$ cat src/rtl/board_serializer_if.sv
`default_nettype none
// ============================================================================
// board_serializer_if : solver / uart_tx handshake bundle for board_serializer
// Rev 1.0
// ============================================================================
interface board_serializer_if #(
  parameter int N_MAX = 11,
  parameter int M_MAX = 11
);
  logic                     start;
  logic [M_MAX*N_MAX-1:0]   board;
  logic [3:0]               n;
  logic [3:0]               m;
  logic                     tx_done;
  logic                     axiov;
  logic [7:0]               axiod;
  logic                     busy;
  logic                     done;

  modport master (
    output start, board, n, m, tx_done,
    input  axiov, axiod, busy, done
  );

  modport slave (
    input  start, board, n, m, tx_done,
    output axiov, axiod, busy, done
  );
endinterface
`default_nettype wire

$ cat src/rtl/board_serializer.sv
`default_nettype none
// ============================================================================
// board_serializer : latches a solved board and streams header + packed rows
// Rev 1.0
// ============================================================================
module board_serializer #(
  parameter int N_MAX = 11,
  parameter int M_MAX = 11
) (
  input  logic               clk,
  input  logic               rst,
  board_serializer_if.slave  bus
);
  localparam int CELLS     = M_MAX * N_MAX;
  localparam int ROW_BYTES = (N_MAX + 7) / 8;
  localparam int BW        = (ROW_BYTES > 1) ? $clog2(ROW_BYTES) : 1;
  localparam int IW        = (CELLS > 1) ? $clog2(CELLS) : 1;

  typedef enum logic [1:0] {
    IDLE   = 2'd0,
    SEND   = 2'd1,
    WAIT   = 2'd2,
    FINISH = 2'd3
  } state_e;

  state_e           state_q, state_d;
  logic [3:0]       row_q, row_d;
  logic [BW-1:0]    byte_q, byte_d;
  logic             hdr_q, hdr_d;
  logic [CELLS-1:0] board_q, board_d;
  logic [3:0]       n_q, n_d;
  logic [3:0]       m_q, m_d;

  logic [7:0]       cur_byte;
  logic             last_byte;
  int               col;
  int               idx;

  always_ff @(posedge clk or negedge rst) begin
    if (!rst) begin
      state_q <= IDLE;
      row_q   <= '0;
      byte_q  <= '0;
      hdr_q   <= 1'b0;
      board_q <= '0;
      n_q     <= '0;
      m_q     <= '0;
    end else begin
      state_q <= state_d;
      row_q   <= row_d;
      byte_q  <= byte_d;
      hdr_q   <= hdr_d;
      board_q <= board_d;
      n_q     <= n_d;
      m_q     <= m_d;
    end
  end

  // Byte under the pointer; columns at or beyond n_q read as 0.
  always_comb begin
    cur_byte = 8'h00;
    col      = 0;
    idx      = 0;
    if (hdr_q) begin
      cur_byte = {n_q, m_q};
    end else begin
      for (int j = 0; j < 8; j++) begin
        col = 8 * int'(byte_q) + j;
        idx = int'(row_q) * N_MAX + col;
        if (col < int'(n_q) && idx < CELLS) begin
          cur_byte[j] = board_q[IW'(idx)];
        end
      end
    end
  end

  assign last_byte = hdr_q ? (m_q == 4'd0)
                           : ((row_q == m_q - 4'd1) && (byte_q == BW'(ROW_BYTES - 1)));

  always_comb begin
    state_d = state_q;
    row_d   = row_q;
    byte_d  = byte_q;
    hdr_d   = hdr_q;
    board_d = board_q;
    n_d     = n_q;
    m_d     = m_q;
    case (state_q)
      IDLE: begin
        if (bus.start) begin
          state_d = SEND;
          hdr_d   = 1'b1;
          row_d   = '0;
          byte_d  = '0;
          board_d = bus.board;
          n_d     = (int'(bus.n) > N_MAX) ? 4'(N_MAX) : bus.n;
          m_d     = (int'(bus.m) > M_MAX) ? 4'(M_MAX) : bus.m;
        end
      end
      SEND: state_d = WAIT;
      WAIT: begin
        if (bus.tx_done) begin
          if (last_byte) begin
            state_d = FINISH;
          end else begin
            state_d = SEND;
            if (hdr_q) begin
              hdr_d = 1'b0;
            end else if (byte_q == BW'(ROW_BYTES - 1)) begin
              byte_d = '0;
              row_d  = row_q + 4'd1;
            end else begin
              byte_d = byte_q + BW'(1);
            end
          end
        end
      end
      FINISH: state_d = IDLE;
      default: state_d = IDLE;
    endcase
  end

  assign bus.axiov = (state_q == SEND);
  assign bus.axiod = (state_q == SEND || state_q == WAIT) ? cur_byte : 8'h00;
  assign bus.busy  = (state_q != IDLE);
  assign bus.done  = (state_q == FINISH);
endmodule
`default_nettype wire
$ cat src/flat_wrapper.sv
// flat-port wrapper written by rule: the top's interface ports become plain ports
module board_serializer_flat 
#(
  parameter int N_MAX = 11,
  parameter int M_MAX = 11
)
  (clk, rst, bus_start, bus_board, bus_n, bus_m, bus_tx_done, bus_axiov, bus_axiod, bus_busy, bus_done);
  board_serializer_if #(.N_MAX(N_MAX), .M_MAX(M_MAX)) bus_i ();
  input  logic clk;
  input  logic rst;
  input wire logic [$bits(bus_i.start)-1:0] bus_start;
  input wire logic [$bits(bus_i.board)-1:0] bus_board;
  input wire logic [$bits(bus_i.n)-1:0] bus_n;
  input wire logic [$bits(bus_i.m)-1:0] bus_m;
  input wire logic [$bits(bus_i.tx_done)-1:0] bus_tx_done;
  output wire logic [$bits(bus_i.axiov)-1:0] bus_axiov;
  output wire logic [$bits(bus_i.axiod)-1:0] bus_axiod;
  output wire logic [$bits(bus_i.busy)-1:0] bus_busy;
  output wire logic [$bits(bus_i.done)-1:0] bus_done;
  assign bus_i.start = bus_start;
  assign bus_i.board = bus_board;
  assign bus_i.n = bus_n;
  assign bus_i.m = bus_m;
  assign bus_i.tx_done = bus_tx_done;
  assign bus_axiov = bus_i.axiov;
  assign bus_axiod = bus_i.axiod;
  assign bus_busy = bus_i.busy;
  assign bus_done = bus_i.done;
  board_serializer #(.N_MAX(N_MAX), .M_MAX(M_MAX)) u_core (.clk(clk), .rst(rst), .bus(bus_i));
endmodule
$ cat config.mk
export PLATFORM = sky130hd
export DESIGN_NAME = board_serializer_flat
export DESIGN_NICKNAME = d
export VERILOG_FILES = /design/src/rtl/board_serializer_if.sv /design/src/rtl/board_serializer.sv /design/src/flat_wrapper.sv
export SDC_FILE = /design/constraint.sdc
export NUM_CORES = 1
export LEC_CHECK = 0
export CORE_MARGIN = 2
export CORE_UTILIZATION = 50
export CTS_BUF_LIST = sky130_fd_sc_hd__clkbuf_4
export DETAILED_ROUTE_END_ITERATION = 16
export PLACE_DENSITY_LB_ADDON = 0.12
export SYNTH_ARGS = -nofsm -noshare
export SYNTH_HDL_FRONTEND = slang
export SYNTH_SLANG_ARGS = --single-unit
$ cat constraint.sdc
create_clock -name clk -period 5.9 [get_ports clk]
set_input_delay 1.18 -clock clk [delete_from_list [all_inputs] [get_ports clk]]
set_output_delay 1.18 -clock clk [all_outputs]
set_load 0.02 [all_outputs]
==> flow_metrics.py <==
metrics = {
    "drt": {
        "vias": 10600,
        "viasPerCell": 6.20,
        "routedWlPerCell_um": 21.8,
        "firstDrtPassIters": 5,
        "routed_wl_um": 37500,
        "drt_iter0_markers": 1037,
        "post-route-drc-count": 0,
        "antenna_left": 0,
    },
    "worst_setup_path": {
        "crit_family": "adder cells",
        "startpoint_type": "flop",
        "critPathBufInv": 5,
        "worstPathCellList": "ha_4 -> ha_4 -> fa_2 -> ha_4 -> buf_6 -> clkinvlp_4 -> buf_4 -> xnor2_1 -> mux2i_1 -> o21ai_0 -> mux2_2 -> a2111oi_4 -> nor4_2 -> buf_4 -> buf_4",
        "path_class": "flop to output pin",
        "endpoint_kind": "output pin",
        "required_ps": 4720,
        "slowest_delay_ps": 530,
        "path_max_fanout": 7,
        "crit_arrival_ps": 4650,
        "slowest_stage": "dfrtp_4",
    },
    "global_route": {
        "grt_pass1_wl_um": 59200,
        "grt_pass1_vias": 10300,
        "grt_usage_pct": 28.9,
        "grt_max_degree": 165,
        "grt.overflow.total": 0,
        "antenna_found_initial": 1,
    },
    "synthesis": {
        "seq_area_frac_synth_pct": 26.9,
        "yosys-top-cells-area": "mux4_2 (33%), dfrtp_1 (27%), nand2_1 (12%)",
        "synthCells": 1207,
        "yosysTopAreaCell": "mux4_2",
        "synth_flop_cell": "dfrtp_1",
        "syn_area_um2": 12800,
        "netlist.area_leader.share_pct": 32.7,
        "synthArstFlopShare_pct": 100,
        "ys_warn_count": 0,
        "syn-num-nets": 1377,
        "synth_cell_type_count": 75,
        "synth_edf_count": 0,
        "syn_area_per_cell_um2": 10.6,
        "synth_seq_cells": 137,
    },
    "timing": {
        "report.final.slew_viol_count": 0,
        "finalSetupViolCount": 0,
        "finalCritPeriodShare_pct": 98.7,
        "worst_pin_slew_ps": 1110,
        "hold_viol_final": 0,
        "relSlewSlack_pct": 26.2,
        "min_period_ps": 5830,
        "final.setup.worst_slack_ps": 74.2,
        "rsz0062_at_grt": "yes",
        "fin_skew_ps": 16.3,
        "fmax_ghz": 0.172,
    },
    "cts": {
        "holdBufCountCts": 0,
        "cts_tree": "built",
        "h-tree-depth": 4,
        "cts.sinks": 137,
        "cts-root-buf": "clkbuf_4",
        "clockBufferDepth": 2,
        "cts-buffers-inserted": 17,
        "clk_latency_ps": 590,
        "clk_pin_slew_ps": 150,
    },
    "floorplan": {
        "fp.coreArea_um2": 25100,
        "die_h_um": 164,
        "io_pins": 144,
        "dieWidth_um": 164,
        "row_count": 58,
        "initial_core_util_pct": 50.8,
        "dieArea_um2": 26800,
    },
    "place": {
        "post_dp_cell_area_um2": 14800,
        "place.gp.congestion": 1.01,
        "numPortBuffers": 143,
        "pre_cts_ws_ps": -25.2,
        "place_hpwl_um": 28200,
    },
    "final_layout": {
        "final-seq-area_um2": 3430,
        "design_area_um2": 15600,
        "drive_gt1_share_pct": 29.1,
        "syn2layout_area_growth_pct": 22.2,
        "multi_input_area_um2": 9160,
        "final_util_pct": 62.1,
        "finish.net_count": 1540,
        "fill_cells": 2103,
    },
    "worst_hold_path": {
        "hold_class": "flop to flop",
    },
    "job": {
        "drv_cap": 0,
    },
    "run_status": {
        "status": "finished, final reports clean",
    },
}
[metrics by stage]
step / cells / TNS, ps / hold WS [ps]
after floorplan: 1207 / 0 / 474
after global placement: 1667 / -18.7 / 501
after detailed placement: 1667 / -50.2 / 514
after CTS: 1710 / -74.3 / 546
after global routing: 1714 / -97.8 / 582
final: 1714 / 0 / 544
[path summary, 6_finish.rpt]
check                      slack (ps)           startpoint                   to  cells past startpoint
setup / recovery                   70      u_core.row_q[0]         bus_axiod[5]                     15
hold / removal                    540  u_core.board_q[119]  u_core.board_q[119]                      2
setup reg to reg                 3450    u_core.state_q[0]      u_core.row_q[3]                     10
hold reg to reg                   540  u_core.board_q[119]  u_core.board_q[119]                      2
max in group asynchronous        4030                  rst      u_core.row_q[0]                      2
min in group asynchronous         560                  rst  u_core.board_q[117]                      1
[state kept, by name, indices dropped and copies added, names as in the netlist]
signal,flops
u_core.board_q,121
u_core.row_q,4
u_core.m_q,4
u_core.n_q,4
u_core.state_q,2
u_core.byte_q,1
u_core.hdr_q,1
[final cells by class]
class                           instances  share of cell area (%)
Sequential cell                       137                    22.0
Tap cell                              330                    2.65
Antenna cell                            1                  0.0160
Multi-Input combinational cell        960                    58.7
Inverter                               24                   0.618
Clock inverter                         14                    1.15
Timing Repair Buffer                  230                    14.0
Clock buffer                           18                   0.867
[layout by cell type, fill, tap and decap left out, types with 17 or more instances in the layout]
cell type        Yosys  routed
a21oi_1             22      17
buf_4               11      74
clkbuf_4             0      18
clkdlybuf4s50_1      0     134
dfrtp_1            137     134
ha_1                35      25
inv_1               21      20
mux2_2              22      22
mux2i_1             58      54
mux4_2             185     185
nand2_1            407     406
nand3_1             19      18
nor2_1              36      33
o21ai_0             18      18
xnor2_1             28      21
[Yosys cell counts (3+ instances only)]
cell / instances
a211o_1: 4
a211oi_1: 6
a21oi_1: 22
a31oi_1: 8
a41oi_1: 3
and2_1: 4
and3_1: 3
buf_1: 4
buf_2: 25
buf_4: 11
buf_6: 7
clkbuf_1: 39
dfrtp_1: 137
ha_1: 35
inv_1: 21
mux2_2: 22
mux2i_1: 58
mux4_2: 185
nand2_1: 407
nand2b_1: 4
nand3_1: 19
nand3b_1: 3
nand4_1: 3
nor2_1: 36
nor2b_1: 6
nor3_1: 7
nor4_1: 6
o211ai_1: 5
o21a_1: 4
o21ai_0: 18
o21ai_1: 3
o22a_1: 3
xnor2_1: 28
xnor2_4: 3
xnor3_1: 5
xor2_1: 3
[per-layer routing]
layer	part of all wire, %	up-vias	GRT usage (%)
met4	2.8	0	9.37
met3	7.5	62	5.51
li1	-	4796	-
met2	48	459	45.6
met1	42	5308	40.8
met5	0	-	0
[worst register-to-register path: cells and delay by family, from the launching register on]
kind	cells	cell delay [ps]
AOI/OAI and AO/OA	4	1070
DFF	1	440
buffers and inverters	3	440
adders and majority gates	1	270
and+or+nand+nor	2	120
[what timing repair did]
item / 4_1_cts / 5_1_grt
setup endpoints to repair: 8 / 8
hold endpoints to repair: 0 / 0
setup buffers: 11 / 3
pin swaps: 9 / 15
gates resized for setup: 74 / 31
[kinds of logic after synthesis]
group | Yosys count | share of synthesized area [%]
multiplexers | 265 | 39.1
XOR/XNOR | 41 | 3.91
buffers and inverters | 110 | 4.24
adder cells (fa/ha/maj) | 37 | 3.75
AND/OR/NAND/NOR | 512 | 16.4
flip-flops | 137 | 26.9
AO/OA/AOI/OAI | 105 | 5.67
Power is not shown: default switching activity piles up to over one toggle a cycle in this logic, so the estimate is an artifact.
